## config.mk

```make
export PLATFORM = sky130hd
export DESIGN_NAME = ex_muldiv_unit_flat
export DESIGN_NICKNAME = d
export VERILOG_FILES = /design/src/rtl/ex_muldiv_unit_if.sv /design/src/rtl/ex_muldiv_unit.sv /design/src/flat_wrapper.sv
export SDC_FILE = /design/constraint.sdc
export NUM_CORES = 1
export LEC_CHECK = 0
export CAP_MARGIN = 30
export CORE_UTILIZATION = 35
export CTS_BUF_LIST = sky130_fd_sc_hd__clkbuf_2
export CTS_CLUSTER_SIZE = 40
export DETAILED_ROUTE_END_ITERATION = 7
export GPL_ROUTABILITY_DRIVEN = 0
export PLACE_DENSITY_LB_ADDON = 0.05
export SYNTH_ARGS = -nofsm -noshare
export SYNTH_HDL_FRONTEND = slang
export SYNTH_SLANG_ARGS = --single-unit
```

## constraint.sdc

```tcl
create_clock -name clk -period 8.6 [get_ports clk]
set_input_delay 2.15 -clock clk [delete_from_list [all_inputs] [get_ports clk]]
set_output_delay 2.15 -clock clk [all_outputs]
set_load 0.05 [all_outputs]
```

## src/rtl/ex_muldiv_unit_if.sv

```systemverilog
// Port bundle for the EX-stage multiply/divide unit.
// The pipeline side uses the master modport. The unit uses the slave modport.
interface ex_muldiv_unit_if #(
  parameter int DATA_W = 32
);
  logic              start;
  logic [1:0]        op;
  logic [DATA_W-1:0] a;
  logic [DATA_W-1:0] b;
  logic              flush;
  logic              hi_we;
  logic              lo_we;
  logic [DATA_W-1:0] wdata;
  logic              busy;
  logic              done;
  logic [DATA_W-1:0] hi;
  logic [DATA_W-1:0] lo;

  modport master (output start, op, a, b, flush, hi_we, lo_we, wdata,
                  input  busy, done, hi, lo);
  modport slave  (input  start, op, a, b, flush, hi_we, lo_we, wdata,
                  output busy, done, hi, lo);
endinterface

```

## src/rtl/ex_muldiv_unit.sv

```systemverilog
// Iterative MULT/MULTU/DIV/DIVU owning HI/LO. The result lands DATA_W+1 edges after start.
// There is no backpressure: busy freezes the front of the pipeline, and start/MTHI/MTLO are ignored while busy.
module ex_muldiv_unit #(
  parameter int DATA_W = 32
) (
  input  logic            clk,
  input  logic            rst,
  ex_muldiv_unit_if.slave mdu
);
  localparam int               CNT_W = (DATA_W > 1) ? $clog2(DATA_W) : 1;
  localparam logic [CNT_W-1:0] LAST  = CNT_W'(DATA_W - 1);

  typedef enum logic [1:0] {IDLE = 2'd0, CALC = 2'd1, FIX = 2'd2} state_e;

  state_e              state_q, state_d;
  logic [CNT_W-1:0]    cnt_q, cnt_d;
  logic [2*DATA_W-1:0] acc_q, acc_d;
  logic [DATA_W-1:0]   opb_q, opb_d;
  logic                is_div_q, is_div_d;
  logic                neg_q, neg_d;
  logic                rneg_q, rneg_d;
  logic [DATA_W-1:0]   hi_q, hi_d;
  logic [DATA_W-1:0]   lo_q, lo_d;
  logic                done_q, done_d;

  logic                accept;
  logic                a_neg, b_neg;
  logic [DATA_W-1:0]   a_abs, b_abs;
  logic [DATA_W:0]     mul_sum;
  logic [DATA_W:0]     div_trial;
  logic [2*DATA_W-1:0] mul_next, div_next, prod_fix;
  logic [DATA_W-1:0]   quo, rem, quo_fix, rem_fix;

  assign accept = (state_q == IDLE) && mdu.start && !mdu.flush;
  assign a_neg  = !mdu.op[0] && mdu.a[DATA_W-1];
  assign b_neg  = !mdu.op[0] && mdu.b[DATA_W-1];
  assign a_abs  = a_neg ? -mdu.a : mdu.a;
  assign b_abs  = b_neg ? -mdu.b : mdu.b;

  // Multiply: the upper half accumulates the multiplicand, and the lower half holds the remaining multiplier bits.
  assign mul_sum  = {1'b0, acc_q[2*DATA_W-1:DATA_W]} + (acc_q[0] ? {1'b0, opb_q} : '0);
  assign mul_next = {mul_sum, acc_q[DATA_W-1:1]};

  // Divide: the upper half is the partial remainder, and the lower half shifts dividend bits out and quotient bits in.
  assign div_trial = acc_q[2*DATA_W-1:DATA_W-1] - {1'b0, opb_q};
  assign div_next  = div_trial[DATA_W] ? {acc_q[2*DATA_W-2:0], 1'b0}
                                       : {div_trial[DATA_W-1:0], acc_q[DATA_W-2:0], 1'b1};

  assign prod_fix = neg_q ? -acc_q : acc_q;
  assign quo      = acc_q[DATA_W-1:0];
  assign rem      = acc_q[2*DATA_W-1:DATA_W];
  // With a zero divisor the remainder has already collapsed to |a|, so re-signing it gives back a.
  assign quo_fix  = (opb_q == '0) ? '1 : (neg_q ? -quo : quo);
  assign rem_fix  = rneg_q ? -rem : rem;

  always_ff @(posedge clk or posedge rst) begin
    if (rst) begin
      state_q  <= IDLE;
      cnt_q    <= '0;
      acc_q    <= '0;
      opb_q    <= '0;
      is_div_q <= 1'b0;
      neg_q    <= 1'b0;
      rneg_q   <= 1'b0;
      hi_q     <= '0;
      lo_q     <= '0;
      done_q   <= 1'b0;
    end else begin
      state_q  <= state_d;
      cnt_q    <= cnt_d;
      acc_q    <= acc_d;
      opb_q    <= opb_d;
      is_div_q <= is_div_d;
      neg_q    <= neg_d;
      rneg_q   <= rneg_d;
      hi_q     <= hi_d;
      lo_q     <= lo_d;
      done_q   <= done_d;
    end
  end

  always_comb begin
    state_d = state_q;
    unique case (state_q)
      IDLE:    if (accept) state_d = CALC;
      CALC:    if (mdu.flush) state_d = IDLE;
               else if (cnt_q == LAST) state_d = FIX;
      FIX:     state_d = IDLE;
      default: state_d = IDLE;
    endcase
  end

  always_comb begin
    cnt_d    = cnt_q;
    acc_d    = acc_q;
    opb_d    = opb_q;
    is_div_d = is_div_q;
    neg_d    = neg_q;
    rneg_d   = rneg_q;
    hi_d     = hi_q;
    lo_d     = lo_q;
    done_d   = 1'b0;
    unique case (state_q)
      IDLE: begin
        if (!mdu.flush && mdu.hi_we) hi_d = mdu.wdata;
        if (!mdu.flush && mdu.lo_we) lo_d = mdu.wdata;
        if (accept) begin
          is_div_d = mdu.op[1];
          neg_d    = a_neg ^ b_neg;
          rneg_d   = a_neg;
          cnt_d    = '0;
          acc_d    = {{DATA_W{1'b0}}, (mdu.op[1] ? a_abs : b_abs)};
          opb_d    = mdu.op[1] ? b_abs : a_abs;
        end
      end
      CALC: begin
        if (!mdu.flush) begin
          cnt_d = cnt_q + CNT_W'(1);
          acc_d = is_div_q ? div_next : mul_next;
        end
      end
      FIX: begin
        if (!mdu.flush) begin
          done_d = 1'b1;
          if (is_div_q) begin
            hi_d = rem_fix;
            lo_d = quo_fix;
          end else begin
            hi_d = prod_fix[2*DATA_W-1:DATA_W];
            lo_d = prod_fix[DATA_W-1:0];
          end
        end
      end
      default: ;
    endcase
  end

  always_comb begin
    mdu.busy = (state_q != IDLE);
    mdu.done = done_q;
    mdu.hi   = hi_q;
    mdu.lo   = lo_q;
  end
endmodule

```

## src/flat_wrapper.sv

```systemverilog
// flat-port wrapper written by rule: the top's interface ports become plain ports
module ex_muldiv_unit_flat 
#(
  parameter int DATA_W = 32
)
  (clk, rst, mdu_start, mdu_op, mdu_a, mdu_b, mdu_flush, mdu_hi_we, mdu_lo_we, mdu_wdata, mdu_busy, mdu_done, mdu_hi, mdu_lo);
  ex_muldiv_unit_if #(.DATA_W(DATA_W)) mdu_i ();
  input  logic clk;
  input  logic rst;
  input wire logic [$bits(mdu_i.start)-1:0] mdu_start;
  input wire logic [$bits(mdu_i.op)-1:0] mdu_op;
  input wire logic [$bits(mdu_i.a)-1:0] mdu_a;
  input wire logic [$bits(mdu_i.b)-1:0] mdu_b;
  input wire logic [$bits(mdu_i.flush)-1:0] mdu_flush;
  input wire logic [$bits(mdu_i.hi_we)-1:0] mdu_hi_we;
  input wire logic [$bits(mdu_i.lo_we)-1:0] mdu_lo_we;
  input wire logic [$bits(mdu_i.wdata)-1:0] mdu_wdata;
  output wire logic [$bits(mdu_i.busy)-1:0] mdu_busy;
  output wire logic [$bits(mdu_i.done)-1:0] mdu_done;
  output wire logic [$bits(mdu_i.hi)-1:0] mdu_hi;
  output wire logic [$bits(mdu_i.lo)-1:0] mdu_lo;
  assign mdu_i.start = mdu_start;
  assign mdu_i.op = mdu_op;
  assign mdu_i.a = mdu_a;
  assign mdu_i.b = mdu_b;
  assign mdu_i.flush = mdu_flush;
  assign mdu_i.hi_we = mdu_hi_we;
  assign mdu_i.lo_we = mdu_lo_we;
  assign mdu_i.wdata = mdu_wdata;
  assign mdu_busy = mdu_i.busy;
  assign mdu_done = mdu_i.done;
  assign mdu_hi = mdu_i.hi;
  assign mdu_lo = mdu_i.lo;
  ex_muldiv_unit #(.DATA_W(DATA_W)) u_core (.clk(clk), .rst(rst), .mdu(mdu_i));
endmodule
```

======== Yosys cells after proc, flatten, opt, wreduce, memory -nomap -nowiden ========
Cells that the tools add are included.
operators by class
  bitwise operators ....................... 1
  reductions and logical operators ........ 18
  $mul .................................... 0
  mux-type cells .......................... 31
  magnitude comparators ................... 0
  add/sub/neg operators ................... 8
  equality and inequality tests ........... 9
  divide/modulo/power cells ............... 0
  shift-type cells ........................ 0
operator list
  kind                 number
  $mux 32              14
  $mux 64              5
  $neg 32->32          4
  $pmux 32 s2          2
  $pmux 64 s2          1
  $neg 64->64          1
  $add 32x33->33       1
  $sub 33x32->33       1
  $logic_not 32->1     1
  $mux 5               2
  $pmux 5 s2           1
  $reduce_and 3->1     3
  $ne 2x2->1 const B   4
  $logic_and 1x1->1    6
  $mux 2               3
  $reduce_bool 2->1    3
  $add 5x1->5 const B  1
  $eq 5x5->1 const B   1
  $pmux 2 s2           1
  $reduce_and 2->1     2
  $ne 3x2->1 const B   1
  $eq 2x1->1 const B   1
  $eq 2x2->1 const B   1
  $logic_not 1->1      2
  4 further kinds      5
word-level totals
  memory bits (read-only) ................. 0
  memories kept ........................... 0
  bits in writable memories ............... 0
  word-level logic and storage cells ...... 77
  bits in latches ......................... 0
  bits of input ports ..................... 104
  bits in registers ....................... 171

======== Longest topological paths before layout ========
Gate-level depths: netlist of the first run.
  depth after elaboration ................. 6
  depth in mapped cells ................... 14
  gate-level depth less buffers ........... 13

======== Worst setup path before layout of the first run ========
Ideal clock, no wire load.
  kind .................................... input port to flip-flop
  start ................................... in mdu_a[12]
  end ..................................... reg u_core.opb_q[30]
  buffers on the path ..................... 0
  library setup time ...................... 132 ps
  data required time ...................... 8468 ps
  arrival time ............................ 4135 ps
  stages on the path ...................... 9
  setup slack ............................. 4334 ps
  cell sequence ........................... or4_1 -> or3_4 -> nor4_4 -> nand2_1 -> o41ai_2 -> xor2_1 -> nor2_1 -> a21oi_1 -> o21ai_1
on the way
  longest elaborated chain between the ends .. 3
RTL lines
  what                    line                   source
  start: declaration      flat_wrapper.sv:12     input wire logic [$bits(mdu_i.a)-1:0] mdu_a;
  $neg 32->32             ex_muldiv_unit.sv:37   assign a_abs = a_neg ? -mdu.a : mdu.a;
  $mux 32                 ex_muldiv_unit.sv:37
  $mux 32                 ex_muldiv_unit.sv:113  opb_d = mdu.op[1] ? b_abs : a_abs;
  end signal: assignment  ex_muldiv_unit.sv:72   opb_q <= opb_d;
  end: declaration        ex_muldiv_unit.sv:18   logic [DATA_W-1:0] opb_q, opb_d;
Every way passes these cells.
A chain may end at the register's enable or synchronous reset.

======== Final worst setup path of the first run ========
  start ................................... reg u_core.state_q[0]
  end ..................................... out mdu_busy
on the way
  longest elaborated chain between the ends .. 1
RTL lines
  what                      line                   source
  start: declaration        ex_muldiv_unit.sv:15   state_e state_q, state_d;
  start signal: assignment  ex_muldiv_unit.sv:69   state_q <= state_d;
  $reduce_bool 2->1         ex_muldiv_unit.sv:139  mdu.busy = (state_q != IDLE);
  end: declaration          flat_wrapper.sv:18     output wire logic [$bits(mdu_i.busy)-1:0] mdu_busy;
Every way passes these cells.

==> results of run 1 <==
-- final timing paths --
kind	start	to	depth (start not counted)
setup / recovery	u_core.state_q[0]	mdu_busy	2
hold / removal	u_core.mdu.hi[0]	u_core.mdu.hi[0]	2
setup reg to reg	u_core.acc_q[32]	u_core.acc_q[53]	12
hold reg to reg	u_core.mdu.hi[0]	u_core.mdu.hi[0]	2
max in group asynchronous	rst	u_core.acc_q[54]	3
min in group asynchronous	rst	u_core.acc_q[4]	2
-- flip-flops by register name, indices dropped and copies added, names as in the netlist --
name	cells
u_core.opb_q	32
u_core.acc_q	64
u_core.mdu.hi	32
u_core.cnt_q	5
u_core.state_q	2
u_core.mdu.done	1
u_core.rneg_q	1
u_core.mdu.lo	32
u_core.neg_q	1
u_core.is_div_q	1
-- cells by family after synthesis --
group | after synthesis | share of synthesized area (%)
compound gates | 663 | 27.1
xor+xnor | 156 | 9.10
fa+ha+maj | 72 | 6.10
buf+inv | 182 | 4.93
flops | 171 | 28.5
mux | 50 | 3.48
simple gates | 644 | 20.8
-- critical path: cells and delay by family, from the launching register on --
| family | cells | cell delay, ns |
|---|---|---|
| buffers and inverters | 1 | 0.81 |
| DFF | 1 | 0.76 |
| and+or+nand+nor | 1 | 0.24 |
-- cell usage after synthesis, types with 9 or more instances --
cell,count,share of area [%]
o31a_1,11,0.64
nor2b_1,11,0.46
a22oi_1,15,0.75
o21ai_0,199,6.6
xnor2_1,85,5.0
nand2_1,194,4.9
or4_1,10,0.50
nand4_1,16,0.67
a31oi_1,18,0.75
clkbuf_1,92,2.3
ha_1,70,5.8
a21o_1,30,1.5
o41ai_1,9,0.53
o31ai_1,28,1.4
nand2b_1,20,0.83
nand3_1,31,1.0
mux2i_1,42,2.8
buf_1,11,0.28
nor2_1,191,4.8
o21ai_1,12,0.40
nor4_1,33,1.4
xor2_1,71,4.1
a21oi_1,193,6.4
inv_1,62,1.6
or3_1,21,0.88
dfrtp_1,171,29
nor3_1,53,1.8
o22ai_1,40,1.7
o21a_1,15,0.75
and2_1,10,0.42
and3_1,20,0.83
a211oi_1,12,0.60
-- routing by layer --
layer  vias to the layer above  routed length (microns)
li1                       7240                        -
met1                      7217                    28300
met2                       553                    25900
met3                        62                     3670
met4                         0                     1390
met5                         -                        0
-- layout make-up --
class | count | area share (%)
clock inverters | 15 | 0.983
multi-input cells | 1585 | 57.5
diodes | 1 | 0.0144
repair buffers | 198 | 11.2
well taps | 539 | 3.87
inverters | 64 | 1.41
clock buffers | 17 | 0.488
flip-flops and latches | 171 | 24.6
-- report_power, final --
part / internal (mW) / switching, mW / leakage, nW
clock: 0.124 / 0.359 / 0.152
combinational: 1.08 / 1.75 / 4.97
sequential: 0.994 / 0.366 / 2.10
==> results.yml, run 1 <==
floorplan:
  fp.dieH_microns: 209
  start_util_pct: 35.6
  fp-row-count: 75
  die_area_sq_um: 43700
  num_io_pins: 170
  die_w_microns: 209
  fp.coreArea_sq_um: 42100
synthesis:
  synth_flop_cell: "dfrtp_1"
  ys_ff_latch: 171
  async_reset_ff_share_pct: 100
  syn_area_sq_um: 15000
  synth-edff-count: 0
  yosysWarnings: 0
  yosysUniqueCellTypes: 90
  synthesis.nets: 2114
  synthCells: 1938
  synth-seq-area-share_pct: 28.5
  postSynthAreaPerCell_sq_um: 7.75
global_routing:
  grt_start_max_net_pins: 91
  grt_pass1_wl_microns: 88900
  met2_usage_pct: 41.3
  use_met1_pct: 39.3
  top_usage_layer: "met2"
  grt_use_total_pct: 27.0
  grt_pass1_vias: 14200
  antenna_found_initial: 2
  grtUsageMet3_pct: 3.55
  overflow: 0
critical_path:
  cp_max_fo: 13
  slowest_delay_ns: 0.81
  arrival_ns: 2.75
  critical_path_class: "flop to output port"
  start_kind: "flop"
  end_kind: "output port"
  slowest_stage: "clkdlybuf4s50_1"
  regToRegSetupSlack_ns: 4.13
  cp_cell_sequence: "or2_2 -> clkdlybuf4s50_1"
  required_ns: 6.45
hold_path:
  worst_hold_path_type: "flop to flop"
layout:
  fill_cells: 4428
  final_area_sq_um: 17400
  layout-drive-gt1-share_pct: 5.56
  utilization_pct: 41.4
  final_common_cell: "o21ai_0"
  area_growth_pct: 16.1
  stdcell_count: 2590
  seq_area_sq_um: 4280
  final_cell_mix: "o21ai_0 (199), nand2_1 (194), a21oi_1 (193)"
  nets: 2213
  multi_input_area_sq_um: 10000
sta:
  tightest_slew_ns: 1.01
  clock.fmax_mhz: 204
  worst_slack_ns: 3.70
  hold_viol: 0
  setup_viol: 0
  finalCriticalPeriod_ns: 4.90
  fin_crit_sh_pct: 57.0
  skew_ns: 0.0540
  hold_ws_ns: 0.518
  slew_violations: 0
  relSlewSlack_pct: 32.6
  rsz0062_at_grt: "no"
  finalSetupTns_ns: 0
route:
  drc: 0
  antenna_left: 0
  drt-total-wl_microns: 59300
  wl_per_cell_microns: 22.9
  drt_iter0_drc: 1220
  dr_total_vias: 15100
  viasPerCell: 5.82
  dr.pass1.iters: 5
clock_tree:
  cts_max_path_buffers: 2
  cts_root_buf: "clkbuf_2"
  clk_pin_slew_ns: 0.33
  cts_tree: "built"
  clk-insertion-delay-late_ns: 0.94
  holdBufCountCts: 0
  post_cts_buffers: 0
  cts_made_buffers: 17
  clock-sinks: 171
  cts_resized: 0
  cts_max_level: 4
place:
  dp_hpwl_microns: 46600
  dp.cells: 2557
  dp_slack_ns: 3.44
  place_area_sq_um: 17200
  port_buffers: 169
run:
  drv_cap: 0
status:
  outcome: "completed"
power_and_ir_drop:
  ir_worst_vdd_v: 0.000117
  power_mw: 4.67
  leakagePower_nw: 7.22
  power_density_nw_per_um2: 268
Note: power is estimated with default switching activity, not from simulation.
==> run 2, diff against run 1 <==
==> constraint.sdc (replaced) <==
create_clock -name clk -period 4.8 [get_ports clk]
set_input_delay 1.2 -clock clk [delete_from_list [all_inputs] [get_ports clk]]
set_output_delay 1.2 -clock clk [all_outputs]
set_load 0.05 [all_outputs]
==> results.yml, run 2 (synthesized netlist as in run 1, its figures left out) <==
critical_path:
  cp.depth: 2
  reg2reg_to: "u_core.acc_q[62]"
  critical_path_class: "flop to output port"
  cp_cell_sequence: "or2_2 -> clkdlybuf4s50_1"
  regToRegSetupSlack_ns: 0.98
  r2r_start: "u_core.acc_q[0]"
  end_kind: "output port"
  slowest_delay_ns: 0.80
  reg2regPathDepth: 12
  slowest_stage: "clkdlybuf4s50_1"
  required_ns: 3.60
  crit_buf_inv: 1
  cp_max_fo: 13
  arrival_ns: 2.75
  cpLargestDelayFamily: "buffers and inverters"
  start_kind: "flop"
clock_tree:
  cts_tree: "built"
  cts_max_path_buffers: 2
  clk-insertion-delay-late_ns: 0.94
  cts_root_buf: "clkbuf_2"
  clk_pin_slew_ns: 0.30
  cts_resized: 0
  clock-sinks: 171
  holdBufCountCts: 0
  cts_made_buffers: 17
  cts_max_level: 4
  post_cts_buffers: 0
route:
  wl_per_cell_microns: 22.9
  drc: 0
  dr.pass1.iters: 5
  wl_met2_microns: 25800
  dr.max_layer_used: "met4"
  dr_total_vias: 15200
  m1WireLength_microns: 29000
  drt_iter0_drc: 1063
  routed-wl-met3_microns: 3830
  antenna_left: 0
  drt-total-wl_microns: 59800
  viasPerCell: 5.80
power_and_ir_drop:
  p_int_mw: 4.03
  combPwrFrac_pct: 61.8
  ir_worst_vdd_v: 0.000143
  leakagePower_nw: 7.34
  seq_power_share_pct: 27.7
  power_density_nw_per_um2: 480
  power_mw: 8.45
  swShare_pct: 52.3
  p_switching_mw: 4.42
  p_clk_share_pct: 10.5
floorplan:
  num_io_pins: 170
  fp-row-count: 75
  die_w_microns: 209
  die_area_sq_um: 43700
  fp.coreArea_sq_um: 42100
  fp.dieH_microns: 209
  start_util_pct: 35.6
layout:
  top_register: "u_core.acc_q"
  layout-drive-gt1-share_pct: 6.70
  nets: 2239
  final_cell_mix: "o21ai_0 (199), nand2_1 (194), a21oi_1 (193)"
  final_common_cell: "o21ai_0"
  area_growth_pct: 17.3
  largest_register_ffs: 64
sta:
  fin_crit_sh_pct: 82.2
  worst_slack_ns: 0.855
  skew_ns: 0.0510
  finalCriticalPeriod_ns: 3.95
  tightest_slew_ns: 0.841
  rsz0062_at_grt: "no"
  relSlewSlack_pct: 43.7
  hold_viol: 0
  finalSetupTns_ns: 0
  clock.fmax_mhz: 253
  hold_ws_ns: 0.509
  setup_viol: 0
  slew_violations: 0
status:
  outcome: "completed"
global_routing:
  overflow: 0
  grt_start_max_net_pins: 85
  grt_pass1_vias: 14000
  antenna_found_initial: 1
  grt_use_total_pct: 27.3
  grt_pass1_wl_microns: 90300
run:
  drv_cap: 0
hold_path:
  worst_hold_path_type: "primary input to async pin"
place:
  dp_hpwl_microns: 47000
  dp_slack_ns: 0.674
  port_buffers: 169
-- run 2: cell types whose count changed in the layout (fill, tap and decap cells not counted), moves of 2 or more --
cell and delta:
clkinv_4 -3, clkinv_2 +3, clkinvlp_4 +2, inv_8 -3
buf_4 +26
-- run 2: layout make-up --
cell class	instances	area (sq um)
inverters	64	244
flip-flops and latches	171	4280
clock buffers	18	90.1
repair buffers	224	2140
clock inverters	14	164
fillers	4342	24500
multi-input cells	1585	10000
well taps	539	674
diodes	1	2.50
-- run 2: worst max-delay path by stage --
stage | start | end | slack [ns]
floorplan | rst | u_core.acc_q[0] | 1.42
global placement | mdu_a[12] | u_core.opb_q[30] | 0.74
detailed placement | mdu_b[0] | u_core.acc_q[31] | 0.67
CTS | u_core.state_q[0] | mdu_busy | 0.79
global route | u_core.state_q[0] | mdu_busy | 0.70
finish | u_core.state_q[0] | mdu_busy | 0.85
-- run 2: power by group through the flow --
stage | combinational, mW | clock, mW | sequential [mW]
2_1_floorplan | 3.29 | 0 | 2.50
3_3_place_gp | 5.14 | 0 | 2.35
3_5_place_dp | 5.16 | 0 | 2.36
4_1_cts | 5.18 | 0.909 | 2.32
5_1_grt | 5.69 | 0.955 | 2.40
6_report | 5.23 | 0.883 | 2.34
-- run 2: routing by layer --
metal	global-route usage [%]	vias to the layer above
li1	-	7305
met1	40.8	7283
met2	41.0	539
met3	3.53	48
met4	7.12	0
met5	0	-
-- run 2: stage by stage --
stage,instance area [sq um],utilization (%),cells
floorplan,15000,-,1938
global placement,17400,41.2,2583
detailed placement,17400,41.2,2583
CTS,17600,41.8,2615
global route,17600,41.8,2616
finish,17600,41.8,2616
